$ cat src/rtl/div_pkg.sv
// Shared types and defaults for the sequential divider.
package div_pkg;

  // Default operand / result width of the divider.
  localparam int DIV_WIDTH_DEFAULT = 4;

  // Divider control states.
  typedef enum logic [1:0] {
    IDLE = 2'd0,
    RUN  = 2'd1,
    DONE = 2'd2
  } state_e;

endpackage : div_pkg

$ cat src/rtl/trial_sub.sv
// Trial subtractor for the restoring divider: a - b built from ripple
// full-adder cells, with b inverted and a carry-in of 1. borrow_o is the
// inverted final carry, so it is set exactly when b > a.

// One-bit full-adder cell of the ripple adders.
module full_adder (
  input  logic a_i,
  input  logic b_i,
  input  logic c_i,
  output logic s_o,
  output logic c_o
);

  // Sum and carry of one bit position.
  always_comb begin
    s_o = a_i ^ b_i ^ c_i;
    c_o = (a_i & b_i) | (a_i & c_i) | (b_i & c_i);
  end

endmodule : full_adder

module trial_sub #(
  parameter int N = 5
) (
  input  logic [N-1:0] a_i,
  input  logic [N-1:0] b_i,
  output logic [N-1:0] diff_o,
  output logic         borrow_o
);

  logic [N:0]   carry;
  logic [N-1:0] b_inv;

  assign carry[0] = 1'b1;
  assign b_inv    = ~b_i;

  for (genvar i = 0; i < N; i++) begin : g_bit
    full_adder u_fa (
      .a_i (a_i[i]),
      .b_i (b_inv[i]),
      .c_i (carry[i]),
      .s_o (diff_o[i]),
      .c_o (carry[i+1])
    );
  end

  assign borrow_o = ~carry[N];

endmodule : trial_sub

$ cat src/rtl/div4_seq.sv
// Sequential unsigned restoring divider: one quotient bit per clock.
//
// Handshake: start acts as a valid with an implicit ready of
// (state is IDLE or DONE), i.e. !busy. A start is accepted on the rising
// edge where start=1 and the divider is not busy; a start seen while busy
// is dropped and the operands are not resampled. done is a one-cycle pulse
// marking the first cycle the results are valid; the results then stay put
// until the next accepted start.
module div4_seq
  import div_pkg::*;
#(
  parameter int WIDTH = DIV_WIDTH_DEFAULT
) (
  input  logic             clk,
  input  logic             rst_n,
  input  logic             start,
  input  logic [WIDTH-1:0] dividend,
  input  logic [WIDTH-1:0] divisor,
  output logic             busy,
  output logic             done,
  output logic [WIDTH-1:0] quotient,
  output logic [WIDTH-1:0] remainder,
  output logic             div_by_zero,
  output state_e           dbg_state
);

  localparam int CW = $clog2(WIDTH + 1);

  state_e           state_q, state_d;
  logic [CW-1:0]    cnt_q, cnt_d;
  logic [WIDTH-1:0] p_q, p_d;       // partial remainder
  logic [WIDTH-1:0] q_q, q_d;       // dividend in, quotient out shift register
  logic [WIDTH-1:0] dvs_q, dvs_d;   // latched divisor
  logic [WIDTH-1:0] quo_q, quo_d;
  logic [WIDTH-1:0] rem_q, rem_d;
  logic             dz_q, dz_d;

  logic             accept;
  logic             last_iter;
  logic             dvs_zero_in;
  logic [WIDTH-1:0] p_shift;
  logic [WIDTH:0]   t_diff;
  logic             t_borrow;
  logic [WIDTH-1:0] p_iter;
  logic [WIDTH-1:0] q_iter;
  logic             unused_diff_msb;

  assign accept      = start && ((state_q == IDLE) || (state_q == DONE));
  assign last_iter   = (cnt_q == CW'(WIDTH - 1));
  assign dvs_zero_in = (divisor == '0);

  // P has fewer significant bits than the iteration count, so its MSB is
  // always zero before the shift and dropping it loses nothing.
  assign p_shift = {p_q[WIDTH-2:0], q_q[WIDTH-1]};

  trial_sub #(
    .N (WIDTH + 1)
  ) u_trial_sub (
    .a_i      ({1'b0, p_shift}),
    .b_i      ({1'b0, dvs_q}),
    .diff_o   (t_diff),
    .borrow_o (t_borrow)
  );

  // With no borrow the difference fits in WIDTH bits; its top bit is zero.
  assign unused_diff_msb = t_diff[WIDTH];
  assign p_iter = t_borrow ? p_shift : t_diff[WIDTH-1:0];
  assign q_iter = {q_q[WIDTH-2:0], ~t_borrow};

  // State register.
  always_ff @(posedge clk or negedge rst_n) begin
    if (!rst_n) state_q <= IDLE;
    else        state_q <= state_d;
  end

  // Next-state logic: zero divisor skips straight to DONE.
  always_comb begin
    state_d = state_q;
    unique case (state_q)
      IDLE: if (start) state_d = dvs_zero_in ? DONE : RUN;
      RUN:  if (last_iter) state_d = DONE;
      DONE: begin
        if (start) state_d = dvs_zero_in ? DONE : RUN;
        else       state_d = IDLE;
      end
      default: state_d = IDLE;
    endcase
  end

  // Status outputs decoded from the state register only.
  always_comb begin
    busy      = (state_q == RUN);
    done      = (state_q == DONE);
    dbg_state = state_q;
  end

  // Datapath next-state: operand capture, one restoring step per RUN cycle.
  always_comb begin
    cnt_d = cnt_q;
    p_d   = p_q;
    q_d   = q_q;
    dvs_d = dvs_q;
    quo_d = quo_q;
    rem_d = rem_q;
    dz_d  = dz_q;
    if (accept) begin
      cnt_d = '0;
      p_d   = '0;
      q_d   = dividend;
      dvs_d = divisor;
      quo_d = dvs_zero_in ? '1 : '0;
      rem_d = dvs_zero_in ? dividend : '0;
      dz_d  = dvs_zero_in;
    end else if (state_q == RUN) begin
      cnt_d = cnt_q + CW'(1);
      p_d   = p_iter;
      q_d   = q_iter;
      if (last_iter) begin
        quo_d = q_iter;
        rem_d = p_iter;
      end
    end
  end

  // Datapath and result registers.
  always_ff @(posedge clk or negedge rst_n) begin
    if (!rst_n) begin
      cnt_q <= '0;
      p_q   <= '0;
      q_q   <= '0;
      dvs_q <= '0;
      quo_q <= '0;
      rem_q <= '0;
      dz_q  <= 1'b0;
    end else begin
      cnt_q <= cnt_d;
      p_q   <= p_d;
      q_q   <= q_d;
      dvs_q <= dvs_d;
      quo_q <= quo_d;
      rem_q <= rem_d;
      dz_q  <= dz_d;
    end
  end

  assign quotient    = quo_q;
  assign remainder   = rem_q;
  assign div_by_zero = dz_q;

endmodule : div4_seq

$ cat config.mk
export PLATFORM = sky130hd
export DESIGN_NAME = div4_seq
export DESIGN_NICKNAME = d
export VERILOG_FILES = /design/src/rtl/div_pkg.sv /design/src/rtl/trial_sub.sv /design/src/rtl/div4_seq.sv
export SDC_FILE = /design/constraint.sdc
export NUM_CORES = 1
export LEC_CHECK = 0
export BUFFER_PORTS_ARGS = -buffer_cell sky130_fd_sc_hd__buf_4
export CORE_MARGIN = 1.5
export CORE_UTILIZATION = 33
export DETAILED_ROUTE_END_ITERATION = 8
export PLACE_DENSITY = 0.5
export SYNTH_ARGS = -nofsm -noshare
export SYNTH_HDL_FRONTEND = slang
export SYNTH_SLANG_ARGS = --single-unit
$ cat constraint.sdc
create_clock -name clk -period 7.8 [get_ports clk]
set_input_delay 0.78 -clock clk [delete_from_list [all_inputs] [get_ports clk]]
set_output_delay 0.78 -clock clk [all_outputs]
set_load 0.02 [all_outputs]
==> results.md, run 1 <==
- Status: finished clean
- Area of the multi-input gates: 556 µm²
- Post-layout minimum cycle time: 2.56 ns
- Top cells by instance count after synthesis: 25 x sky130_fd_sc_hd__dfrtp_1, 13 x sky130_fd_sc_hd__nand2_1, 11 x sky130_fd_sc_hd__nand3_1, 7 x sky130_fd_sc_hd__mux2i_1, 6 x sky130_fd_sc_hd__inv_1
- Worst Clk Skew: 0.00708 ns
- CP Data Required Time: 7.99 ns
- Area enclosed by the die boundary: 0.00426 mm²
- Final core utilization: 0.406
- Resized Gates After CTS: 0
- Die width: 65.3 µm
- Worst-Skew Late Latency: 0.27 ns
- Reg2Reg Launch Point: q_q[3]
- Cells along the critical path: inv_1, ha_1, inv_1, fa_1, fa_1, fa_1, mux2_2, a211oi_2
- Endpoint kind of the worst setup timing path: register
- Worst relative slew slack: 0.476
- Cell row count: 22
- Post-route DRC violation count: 0
- Synth warnings: 0
- TritonCTS clock tree: built
- Number of antenna cells inserted: 0
- Max Transition Viols Final: 0
- Area growth syn-to-layout: 17.1%
- Worst Reg2Reg Path Length in Cells: 8
- Worst path top cell family by delay: adder cells
- Standard cell with the maximum stage delay on the critical path: sky130_fd_sc_hd__fa_1
- Worst Setup Slack, final: 5.24 ns
- Port Buf Inserts: 23
- Most prevalent standard cell on the critical path: sky130_fd_sc_hd__fa_1
- Worst IR Drop VDD: 0.000120 V
- Clk Tree Root Cell: sky130_fd_sc_hd__clkbuf_8
- Number of buffers inserted to repair setup after CTS: 0
- Maximum clock frequency: 390 MHz
- Register-to-register path setup slack: 5.24 ns
- Clk slew on worst S/H paths: 0.09 ns
- HPWL Detailed: 1900 µm
- Detail-routed via count per cell: 4.92
- Worst flop-to-flop path endpoint: p_q[0]
- Number of buffers inserted by hold repair at cts: 0
- Number of instances in the synthesized netlist: 115
- Ratio of total power to cell area: 441 mW/mm²
- Simple-gate share of the synthesized area: 0.153
- Final routed wirelength across all metal layers: 2660 µm
- Setup violations, final: 0
- Count of maximum capacitance violations: 0
- Async SR Flop Fraction: 1.00
- Cell variety after synth: 32
- EDFF count, synth: 0
- Filler Cell Count: 391
- Area of all sequential standard cells: 626 µm²
- Crit path largest cell delay: 0.51 ns
- Final hold viol count: 0
- Share of cells above drive strength 1: 0.289
- Worst-path fanout max: 6
- Total clock buffers created by CTS: 3
- Number of vias after detailed routing: 901
- Pin count of the biggest net entering global routing: 26
- Initial DRC Count: 31
- Multiplexer fraction of the synthesized cell area: 0.0635
- Final clock period utilization by the worst path: 0.328
- Post-synthesis net count: 132
- Number of global-route vias before repair: 901
- Die height: 65.3 µm
- H-tree depth: 1
- Synth top area cells: sky130_fd_sc_hd__dfrtp_1 49%, sky130_fd_sc_hd__mux2i_1 5.5%, sky130_fd_sc_hd__fa_1 4.7%
- Worst min path class: in2async
- Setup Crit Path Kind: reg2reg
- Core area: 0.00369 mm²
- Final #Nets: 153
- Minimum setup slack after placement: 5.24 ns
- Final ANT Viol Nets: 0
- Sequential share of the synthesized area: 0.489
- Placer Congestion: 0.723
- Iteration count of the initial detailed-routing pass: 4
- Final sum of negative setup slack: 0 ns
- Critical Path Start Type: register
- Synth Area in Compound Gates: 0.141
- Mean instance size in the synthesized netlist: 11.1 µm²
- Detail-routed net length per standard cell: 14.5 µm
- Post-Synth Adder-Cell Area: 0.0762
- Library cell with the highest instance count after synthesis: sky130_fd_sc_hd__dfrtp_1
- Post-synth top flop: sky130_fd_sc_hd__dfrtp_1
- Initial core utilization: 0.347
- Leakage power: 0.717 nW
- Syn Std Cell Area: 0.00128 mm²
- Measured slew at the worst slew-check pin: 0.786 ns
- Total global routing track utilization: 0.141
- Largest family of logic cells by synthesized area: simple AND/OR/NAND/NOR gates
- Area share of the leading cell type in the synthesized netlist: 0.489
- Fraction of synthesized cell area in xor and xnor cells: 0
- Clock tree buffer depth: 2
- Cell taking the most area after synthesis: sky130_fd_sc_hd__dfrtp_1
- I/O Pins: 24
- CTS Sinks: 25
- Global-route wire length before repair: 4560 µm
- Data arrival, critical path: 2.75 ns
- Synthesized flop and latch total: 25
- Overflow left after global routing: 0
- Number of antenna violations at the first check in global routing: 0
- CP Buf/Inv Count: 2
- RSZ-0062 raised after global routing: false
==> where the power goes <==
part	total, mW	switching [mW]	internal, mW
clock	0.0776	0.0418	0.0358
sequential	0.232	0.0420	0.190
combinational	0.351	0.197	0.154
==> worst max path at each step <==
stage                      start     end  slack [ns]  depth (start not counted)
final                     q_q[3]  p_q[0]        5.24                          8
after global routing      q_q[3]  p_q[0]        5.10                          8
after CTS                 q_q[3]  p_q[0]        5.22                          8
after detailed placement  q_q[3]  p_q[0]        5.24                          8
after global placement    q_q[3]  p_q[0]        5.32                          8
after floorplan           q_q[3]  p_q[0]        5.36                          9
==> placed cells by master (no fill, tap or decap), types with 3 or more instances in the layout <==
cell type / instances
sky130_fd_sc_hd__nor2_1: 4
sky130_fd_sc_hd__a211oi_2: 3
sky130_fd_sc_hd__dfrtp_1: 25
sky130_fd_sc_hd__nand2_1: 13
sky130_fd_sc_hd__clkbuf_8: 3
sky130_fd_sc_hd__mux2i_1: 7
sky130_fd_sc_hd__a21oi_1: 5
sky130_fd_sc_hd__nor2_2: 3
sky130_fd_sc_hd__fa_1: 3
sky130_fd_sc_hd__o21ai_1: 3
sky130_fd_sc_hd__nand3_1: 11
sky130_fd_sc_hd__buf_4: 24
sky130_fd_sc_hd__inv_1: 6
sky130_fd_sc_hd__ha_1: 3
sky130_fd_sc_hd__o211ai_1: 4
==> cell families (layout without fill, tap and decap cells) <==
family                     after synthesis  after routing
AOI/OAI and AO/OA                       24             24
buffers and inverters                   15             35
muxes                                    8              8
adders and majority gates                6              6
and+or+nand+nor                         37             37
DFF                                     25             25
==> layer usage <==
layer	part of all wire	routed length [µm]	GRT usage
met5	0	0	0
met1	0.48	1290	0.196
met4	0.015	40	0.0547
met3	0.044	117	0.0188
met2	0.46	1210	0.222
==> registers in the layout, indices dropped and copies added (netlist names) <==
register     flops
dvs_q            4
q_q              4
quotient         4
remainder        4
cnt_q            3
p_q              3
dbg_state        2
div_by_zero      1
==> through the flow <==
| stage | hold slack, ns | power [mW] | cell area [µm²] | cells |
|---|---|---|---|---|
| final | 0.393 | 0.661 | 1500 | 183 |
| after global routing | 0.412 | 0.720 | 1500 | 183 |
| after CTS | 0.406 | 0.670 | 1500 | 183 |
| after detailed placement | 0.478 | 0.592 | 1450 | 179 |
| after global placement | 0.467 | 0.587 | 1450 | 179 |
| after floorplan | 0.452 | 0.510 | 1280 | 115 |
==> cell type report <==
class                   instances  share of cell area
repair buffers                 24               0.120
clock inverters                 1             0.00334
well taps                      48              0.0401
inverters                       7              0.0209
clock buffers                   3              0.0275
flip-flops and latches         25               0.417
multi-input cells              75               0.371
No activity file was read; power rests on OpenSTA's default activity.
==> run 2, diff against run 1 <==
Settings changed: ABC_AREA set to 1, PLACE_DENSITY 0.5 to 0.52.
Clock period 7.8 ns to 2.15 ns, I/O delays scaled along.
==> results.md, run 2 <==
- Status: complete, but fails checks
- Violated checks: setup timing
- Die height: 64.7 µm
- Maximum clock frequency: 431 MHz
- Setup Crit Path Kind: reg2reg
- Synth top area cells: sky130_fd_sc_hd__dfrtp_1 50%, sky130_fd_sc_hd__nand2_1 12%, sky130_fd_sc_hd__inv_1 6.0%
- Cell variety after synth: 18
- CTS Sinks: 25
- Detail-routed net length per standard cell: 13.0 µm
- Area of all placed cells without fillers: 0.00158 mm²
- Share of cells above drive strength 1: 0.284
- Number of global-route vias before repair: 1057
- Clk slew on worst S/H paths: 0.09 ns
- Number of antenna violations at the first check in global routing: 0
- Iteration count of the initial detailed-routing pass: 4
- Final ANT Viol Nets: 0
- Most frequent standard cell in the layout excluding fill and tap cells: sky130_fd_sc_hd__nand2_1
- Top cells by instance count after synthesis: 41 x sky130_fd_sc_hd__nand2_1, 25 x sky130_fd_sc_hd__dfrtp_1, 20 x sky130_fd_sc_hd__inv_1, 16 x sky130_fd_sc_hd__nor2_1, 15 x sky130_fd_sc_hd__nand3_1
- Area share of the leading cell type in the synthesized netlist: 0.498
- Endpoint kind of the worst setup timing path: register
- Critical Path Start Type: register
- Worst Clk Skew: 0.00228 ns
- Leakage power: 0.820 nW
- Port Buf Inserts: 23
- Initial core utilization: 0.343
- Synthesized flop and latch total: 25
- Ratio of total power to cell area: 1660 mW/mm²
- Area growth syn-to-layout: 25.5%
- Placer Congestion: 0.876
- Number of instances in the synthesized netlist: 148
- Total clock buffers created by CTS: 3
- Post-route DRC violation count: 0
- Cell taking the most area after synthesis: sky130_fd_sc_hd__dfrtp_1
- Commonest non-fill, non-tap cells in the layout: 39 x sky130_fd_sc_hd__nand2_1, 25 x sky130_fd_sc_hd__dfrtp_1, 24 x sky130_fd_sc_hd__buf_4, 16 x sky130_fd_sc_hd__inv_1, 16 x sky130_fd_sc_hd__nor2_1
- TritonCTS clock tree: built
- Measured slew at the worst slew-check pin: 0.540 ns
- Worst-path fanout max: 6
- Library cell with the highest instance count after synthesis: sky130_fd_sc_hd__nand2_1
- Worst IR Drop VDD: 0.000557 V
- Post-synth top flop: sky130_fd_sc_hd__dfrtp_1
- Worst-Skew Late Latency: 0.27 ns
- Async SR Flop Fraction: 1.00
- Post-layout minimum cycle time: 2.32 ns
- Worst Setup Slack, final: -0.168 ns
- Clock tree buffer depth: 2
- Setup violations, final: 7
- Worst min path class: in2reg
- Initial DRC Count: 42
- Final clock period utilization by the worst path: 1.08
- Final sum of negative setup slack: -0.675 ns
- Clk Tree Root Cell: sky130_fd_sc_hd__clkbuf_8
- Worst-case hold slack: 0.150 ns
- Area enclosed by the die boundary: 0.00419 mm²
- H-tree depth: 1
- Detail-routed via count per cell: 4.62
- HPWL Detailed: 2110 µm
- Total global routing track utilization: 0.153
- Post-synthesis net count: 165
- EDFF count, synth: 0
- CP Data Required Time: 2.32 ns
- Final hold viol count: 0
- Filler Cell Count: 374
- Final #Nets: 194
- Number of vias after detailed routing: 1035
- Syn Std Cell Area: 0.00126 mm²
- Overflow left after global routing: 0
- Global-route wire length before repair: 4870 µm
- Count of maximum capacitance violations: 0
- Data arrival, critical path: 2.49 ns
- Worst relative slew slack: 0.640
- Number of antenna cells inserted: 0
- Synth warnings: 0
- Max Transition Viols Final: 0
- Final routed wirelength across all metal layers: 2910 µm
- Mean instance size in the synthesized netlist: 8.49 µm²
- Instance area at placement: 0.00149 mm²
- I/O Pins: 24
- Die width: 64.7 µm
- Core area: 0.00366 mm²
- Sequential share of the synthesized area: 0.498
- Cell row count: 22
- RSZ-0062 raised after global routing: true
- Pin count of the biggest net entering global routing: 26
==> run 2: cell types whose count changed after synthesis, moves of 6 or more <==
cell,change
sky130_fd_sc_hd__nand2_1,+28
sky130_fd_sc_hd__inv_1,+14
sky130_fd_sc_hd__nor2_1,+12
sky130_fd_sc_hd__mux2i_1,-7
sky130_fd_sc_hd__o21ai_0,+6
==> run 2: critical path, stage by stage, from the launching register on <==
cell                      delay, ns
sky130_fd_sc_hd__dfrtp_1       0.40
sky130_fd_sc_hd__inv_2         0.09
sky130_fd_sc_hd__ha_4          0.13
sky130_fd_sc_hd__inv_2         0.03
sky130_fd_sc_hd__fa_2          0.33
sky130_fd_sc_hd__fa_2          0.34
sky130_fd_sc_hd__fa_2          0.41
sky130_fd_sc_hd__inv_2         0.13
sky130_fd_sc_hd__nand2_1       0.10
sky130_fd_sc_hd__nand3_2       0.08
sky130_fd_sc_hd__nand2_1       0.05
sky130_fd_sc_hd__nor2_1        0.09
sky130_fd_sc_hd__nor2_1        0.04
==> run 2: logic make-up after synthesis <==
kind of cell / count (synthesis) / synth area share
AO/OA/AOI/OAI: 14 / 0.0647
adder cells (fa/ha/maj): 6 / 0.0777
buffers and inverters: 24 / 0.0866
flip-flops: 25 / 0.498
AND/OR/NAND/NOR: 79 / 0.273
==> run 2: cell type report <==
class | count | area [µm²] | area share
inverters | 22 | 82.6 | 0.0524
multi-input cells | 99 | 562 | 0.356
repair buffers | 26 | 201 | 0.128
flip-flops and latches | 25 | 626 | 0.397
well taps | 48 | 60.1 | 0.0381
clock buffers | 4 | 45.0 | 0.0286
==> run 2: stage by stage <==
step | std cells | power [mW] | setup WS, ns | util
5_1_grt | 224 | 2.88 | -0.261 | 0.431
3_5_place_dp | 219 | 2.23 | -0.148 | 0.406
3_3_place_gp | 219 | 2.19 | -0.105 | 0.406
4_1_cts | 224 | 2.54 | -0.163 | 0.422
2_1_floorplan | 148 | 1.76 | 0.0135 | -
6_report | 224 | 2.62 | -0.168 | 0.431
==> run 2: timing repair <==
action                     4_1_cts  5_1_grt
pin swaps                        0        2
buffers inserted                 0        0
setup endpoints to repair        9        9
hold buffers                     1        0
hold endpoints to repair        25        0
gates resized for setup          3       11
==> run 2: final timing paths <==
check	from	to	slack, ns	cells past startpoint
hold / removal	divisor[0]	dvs_q[0]	0.15	3
min in group asynchronous	rst_n	cnt_q[2]	0.38	2
max in group asynchronous	rst_n	remainder[2]	1.52	2
setup reg to reg	q_q[3]	remainder[2]	-0.17	12
setup / recovery	q_q[3]	remainder[2]	-0.17	12
hold reg to reg	remainder[3]	remainder[3]	0.48	2
==> run 2: report_power, final <==
group          leakage [nW]  switching, mW  internal (mW)  total, mW
Sequential            0.313          0.148          0.693      0.841
Combinational         0.485          0.903          0.592       1.49
Clock                0.0228          0.150          0.133      0.283
Total                 0.820           1.20           1.42       2.62
==> run 2: routing by layer <==
| layer | GRT usage | vias to the layer above | wire, µm |
|---|---|---|---|
| met4 | 0.0479 | 0 | 38 |
| met3 | 0.0226 | 5 | 117 |
| met2 | 0.269 | 28 | 1470 |
| met5 | 0 | - | 0 |
| li1 | - | 516 | - |
| met1 | 0.191 | 486 | 1290 |
